### src/rtl/hilo_unit_if.sv
// Decode-side request handshake for hilo_unit: request fields in, ready/busy back.
interface hilo_unit_if;
   logic        op_valid;
   logic [2:0]  op_code;
   logic [31:0] rs_data;
   logic [31:0] rt_data;
   logic        op_ready;
   logic        busy;

   modport master (
      output op_valid, op_code, rs_data, rt_data,
      input  op_ready, busy
   );

   modport slave (
      input  op_valid, op_code, rs_data, rt_data,
      output op_ready, busy
   );
endinterface

### src/rtl/hilo_unit.sv
// HI/LO register unit: launches MULT/MULTU into an external multiplier, waits MUL_LAT cycles, commits HI/LO.
// Optional macro HILO_BYPASS_EN forwards commit/MTHI/MTLO data to hi/lo one cycle early.
module hilo_unit #(
   parameter int unsigned MUL_LAT = 4
) (
   input  logic        clk,
   input  logic        rst_n,
   hilo_unit_if.slave  req,
   output logic        mul_sign,
   output logic [31:0] mul_a,
   output logic [31:0] mul_b,
   input  logic [31:0] mul_hi,
   input  logic [31:0] mul_lo,
   output logic [31:0] hi,
   output logic [31:0] lo
);
   localparam logic [2:0] OP_MULT  = 3'b001;
   localparam logic [2:0] OP_MULTU = 3'b010;
   localparam logic [2:0] OP_MTHI  = 3'b011;
   localparam logic [2:0] OP_MTLO  = 3'b100;
   localparam logic [3:0] CNT_INIT = 4'(MUL_LAT - 1);

   typedef enum logic {IDLE, RUN} state_t;

   state_t      state_q, state_d;
   logic [3:0]  cnt_q, cnt_d;
   logic        mul_sign_q, mul_sign_d;
   logic [31:0] mul_a_q, mul_a_d;
   logic [31:0] mul_b_q, mul_b_d;
   logic [31:0] hi_q, hi_d;
   logic [31:0] lo_q, lo_d;

   logic busy_w;
   logic accept;
   logic commit;
   logic wr_hi;
   logic wr_lo;

   assign busy_w       = (state_q == RUN);
   assign req.busy     = busy_w;
   assign req.op_ready = !busy_w;
   // Acceptance is only possible in IDLE, so the write strobes need no state term.
   assign accept = req.op_valid && !busy_w;
   assign commit = (state_q == RUN) && (cnt_q == 4'd0);
   assign wr_hi  = accept && (req.op_code == OP_MTHI);
   assign wr_lo  = accept && (req.op_code == OP_MTLO);

   always_comb begin
      state_d    = state_q;
      cnt_d      = cnt_q;
      mul_sign_d = mul_sign_q;
      mul_a_d    = mul_a_q;
      mul_b_d    = mul_b_q;
      hi_d       = hi_q;
      lo_d       = lo_q;
      case (state_q)
         IDLE: begin
            if (accept && (req.op_code == OP_MULT || req.op_code == OP_MULTU)) begin
               mul_a_d    = req.rs_data;
               mul_b_d    = req.rt_data;
               mul_sign_d = (req.op_code == OP_MULT);
               cnt_d      = CNT_INIT;
               state_d    = RUN;
            end
            if (wr_hi) hi_d = req.rs_data;
            if (wr_lo) lo_d = req.rs_data;
         end
         RUN: begin
            if (commit) begin
               hi_d    = mul_hi;
               lo_d    = mul_lo;
               state_d = IDLE;
            end else begin
               cnt_d = cnt_q - 4'd1;
            end
         end
         default: state_d = IDLE;
      endcase
   end

   always_ff @(posedge clk) begin
      if (!rst_n) begin
         state_q    <= IDLE;
         cnt_q      <= 4'd0;
         mul_sign_q <= 1'b0;
         mul_a_q    <= 32'd0;
         mul_b_q    <= 32'd0;
         hi_q       <= 32'd0;
         lo_q       <= 32'd0;
      end else begin
         state_q    <= state_d;
         cnt_q      <= cnt_d;
         mul_sign_q <= mul_sign_d;
         mul_a_q    <= mul_a_d;
         mul_b_q    <= mul_b_d;
         hi_q       <= hi_d;
         lo_q       <= lo_d;
      end
   end

   assign mul_sign = mul_sign_q;
   assign mul_a    = mul_a_q;
   assign mul_b    = mul_b_q;

`ifdef HILO_BYPASS_EN
   assign hi = commit ? mul_hi : (wr_hi ? req.rs_data : hi_q);
   assign lo = commit ? mul_lo : (wr_lo ? req.rs_data : lo_q);
`else
   assign hi = hi_q;
   assign lo = lo_q;
`endif
endmodule
### src/flat_wrapper.sv
// flat-port wrapper written by rule: the top's interface ports become plain ports
module hilo_unit_flat 
#(
   parameter int unsigned MUL_LAT = 4
)
  (clk, rst_n, mul_sign, mul_a, mul_b, mul_hi, mul_lo, hi, lo, req_op_valid, req_op_code, req_rs_data, req_rt_data, req_op_ready, req_busy);
  hilo_unit_if req_i ();
  input  logic clk;
  input  logic rst_n;
  output logic mul_sign;
  output logic [31:0] mul_a;
  output logic [31:0] mul_b;
  input  logic [31:0] mul_hi;
  input  logic [31:0] mul_lo;
  output logic [31:0] hi;
  output logic [31:0] lo;
  input wire logic [$bits(req_i.op_valid)-1:0] req_op_valid;
  input wire logic [$bits(req_i.op_code)-1:0] req_op_code;
  input wire logic [$bits(req_i.rs_data)-1:0] req_rs_data;
  input wire logic [$bits(req_i.rt_data)-1:0] req_rt_data;
  output wire logic [$bits(req_i.op_ready)-1:0] req_op_ready;
  output wire logic [$bits(req_i.busy)-1:0] req_busy;
  assign req_i.op_valid = req_op_valid;
  assign req_i.op_code = req_op_code;
  assign req_i.rs_data = req_rs_data;
  assign req_i.rt_data = req_rt_data;
  assign req_op_ready = req_i.op_ready;
  assign req_busy = req_i.busy;
  hilo_unit #(.MUL_LAT(MUL_LAT)) u_core (.clk(clk), .rst_n(rst_n), .req(req_i), .mul_sign(mul_sign), .mul_a(mul_a), .mul_b(mul_b), .mul_hi(mul_hi), .mul_lo(mul_lo), .hi(hi), .lo(lo));
endmodule
### config.mk
export PLATFORM = sky130hd
export DESIGN_NAME = hilo_unit_flat
export DESIGN_NICKNAME = d
export VERILOG_FILES = /design/src/rtl/hilo_unit_if.sv /design/src/rtl/hilo_unit.sv /design/src/flat_wrapper.sv
export SDC_FILE = /design/constraint.sdc
export NUM_CORES = 1
export LEC_CHECK = 0
export BUFFER_PORTS_ARGS = -buffer_cell sky130_fd_sc_hd__buf_2
export CORE_UTILIZATION = 39
export DETAILED_ROUTE_END_ITERATION = 10
export PLACE_DENSITY_LB_ADDON = 0.15
export SYNTH_ARGS = -nofsm -noshare
export SYNTH_HDL_FRONTEND = slang
export SYNTH_SLANG_ARGS = --single-unit
### constraint.sdc
create_clock -name clk -period 1.8 [get_ports clk]
set_input_delay 0.36 -clock clk [delete_from_list [all_inputs] [get_ports clk]]
set_output_delay 0.36 -clock clk [all_outputs]
set_load 0.02 [all_outputs]
==> reports/metrics.yaml <==
status: "finished clean"
skew_ns: 0.00633
areaGrowthSynthToFinish_pct: 36.3
place_hpwl_mm: 14.7
min_period_ns: 1.74
path_clk_slew_ns: 0.06
arrival_ns: 2.05
grt_pass1_wl_mm: 32.4
grt_pass1_vias: 5981
clock.fmax_ghz: 0.574
clock_path_buffers: 2
cts_tree: "built"
die_x_um: 126
p_leak_nw: 3.43
layout.nets: 1031
grt_usage_pct: 26.0
hold_buffers: 0
synthCells: 666
vias: 6238
clock_latency_ns: 0.41
avgSynthCellArea_um2: 9.07
relSlewSlack_pct: 65.8
grt_overflow_total: 0
drive_above_1_share_pct: 41.7
endpoint_kind: "flop"
power_density_nw_per_um2: 1060
ys_seq_area_share_pct: 44.4
grt_antenna_before_repair: 6
postPlaceCellArea_um2: 7480
path_max_fanout: 21
ir_drop_mv: 0.636
synth_flop_cell: "dfxtp_1"
wirelength_mm: 21.1
period_share_pct: 96.8
fin_ws_ns: 0.0580
maxSlewViolCount: 0
yosysWarnings: 0
die_area_um2: 16000
viasPerCell: 5.67
design_area_um2: 8230
detail-route-antenna-nets: 0
regToRegSetupSlack_ns: 0.06
port-buffer-count: 264
worstSetupPathType: "reg -> reg"
cts_buffers: 17
crit_top_cell: "a211oi_1"
grt_max_degree: 94
cp_data_required_time_ns: 2.11
firstDrtPassIters: 5
critPathLaunchType: "flop"
syn_area_um2: 6040
multi_input_area_um2: 2930
maxCapViolCount: 0
start_util_pct: 39.9
die_height_um: 126
root_buffer: "clkbuf_16"
worst-slew-pin-transition_ns: 0.513
final_core_util_pct: 54.3
hold_viol: 0
wl_per_cell_um: 19.1
async_flop_share_pct: 0
cts_max_level: 4
synth-edff-count: 0
syn_nets: 801
yosys.cell_types.count: 34
tns_ns: 0
crit_chain: "inv_1 > ha_2 > and4bb_4 > buf_12 > buf_4 > a211oi_1 > a211oi_1"
rows: 45
crit_slowest_cell: "and4bb_4"
gp_congestion: 0.874
io_pins: 265
drc: 0
hold_path_class: "in -> reg"
pre_cts_slack_ns: 0.00481
drt_iter0_markers: 467
setup_violations: 0
clock_sinks: 134
slowest_delay_ns: 0.34
final-seq-area_um2: 2690
fillers: 1437
coreArea_um2: 15100
ys_ff_latch: 134
-- cells by family (layout without fill, tap and decap cells) --
group	Yosys count	count (layout)	synth area share, %
XOR/XNOR	2	2	0.290
flip-flops	134	134	44.4
AND/OR/NAND/NOR	109	109	10.2
adder cells (fa/ha/maj)	1	1	0.207
AO/OA/AOI/OAI	333	333	37.0
buffers and inverters	87	330	7.85
other	0	3	0
-- final cells by class --
cell class	count	share of cell area (%)
antenna	3	0.0912
clock inverter	7	1.37
tap	188	2.86
timing repair buffer	293	20.8
clock buffer	25	6.40
inverter	5	0.258
sequential	134	32.6
multi-input combinational	445	35.6
-- path summary, 6_finish.rpt --
path                   startpoint               end  cells past startpoint
setup / recovery  u_core.cnt_q[0]     u_core.hi[30]                      7
hold / removal    req_rt_data[22]  u_core.mul_b[22]                      3
setup reg to reg  u_core.cnt_q[0]     u_core.hi[30]                      7
hold reg to reg   u_core.mul_b[6]   u_core.mul_b[6]                      2
-- per-layer routing --
metal / vias up / track usage, % / wire [um]
met5: - / 0 / 37
met4: 6 / 10.8 / 438
met3: 40 / 7.30 / 1550
met2: 271 / 40.5 / 9750
met1: 2961 / 33.7 / 9280
li1: 2960 / - / -
-- report_power, final --
part	total, mW	internal [mW]	switching [mW]	leakage, nW
Clock	3.71	2.44	1.27	0.314
Combinational	1.70	0.636	1.06	2.02
Sequential	3.28	3.16	0.113	1.09
-- sequential cells by signal, summed over array words and instances (netlist names) --
| register | flops |
|---|---|
| u_core.cnt_q | 4 |
| u_core.hi | 32 |
| u_core.lo | 32 |
| u_core.mul_a | 32 |
| u_core.mul_b | 32 |
| u_core.mul_sign | 1 |
| u_core.req.busy | 1 |
-- timing repair --
item                       4_1_cts  5_1_grt
setup endpoints to repair        5       58
setup buffers                    0        3
gates resized for setup          2        6
pin swaps                        0        2
gates cloned                     1        0
-- stage by stage --
step / hold slack (ns) / cells / power [mW]
after floorplan: 0.468 / 666 / 4.38
after global placement: 0.458 / 1061 / 4.94
after detailed placement: 0.465 / 1061 / 4.98
after CTS: 0.178 / 1094 / 8.70
after global routing: 0.187 / 1100 / 9.03
final: 0.194 / 1100 / 8.69
-- critical path: cells and delay by family, from the launching register on --
kind                     cells  cell delay [ns]
buffers and inverters        3             0.44
AND/OR/NAND/NOR              1             0.34
flip-flops                   1             0.32
AO/OA/AOI/OAI                2             0.32
adder cells (fa/ha/maj)      1             0.22
-- synth_stat cells, drive strengths merged (2+ instances only) --
| cell type | instances | area [um^2] |
|---|---|---|
| a211oi | 128 | 1170 |
| a21o | 2 | 30.0 |
| a21oi | 130 | 651 |
| a31oi | 2 | 12.5 |
| and4bb | 2 | 25.0 |
| buf | 49 | 332 |
| clkbuf | 33 | 124 |
| dfxtp | 134 | 2680 |
| inv | 5 | 18.8 |
| nand3 | 64 | 320 |
| nand3b | 2 | 15.0 |
| nor2 | 2 | 7.51 |
| nor2b | 32 | 200 |
| o211ai | 2 | 15.0 |
| o21ai | 65 | 325 |
-- placed cells by master, fill, tap and decap left out, types with 2 or more instances in the layout --
master	instances
a211oi_1	86
a211oi_2	42
a21o_4	2
a21oi_1	130
a31oi_1	2
buf_12	10
buf_2	264
buf_4	16
bufinv_16	3
clkbuf_1	2
clkbuf_16	18
clkbuf_8	5
clkinv_2	3
dfxtp_1	133
diode_2	3
inv_1	2
inv_2	2
nand3_1	64
nand3b_1	2
nor2_1	2
nor2b_1	32
o211ai_1	2
o21ai_0	65
No activity file was read; power rests on OpenSTA's default activity.
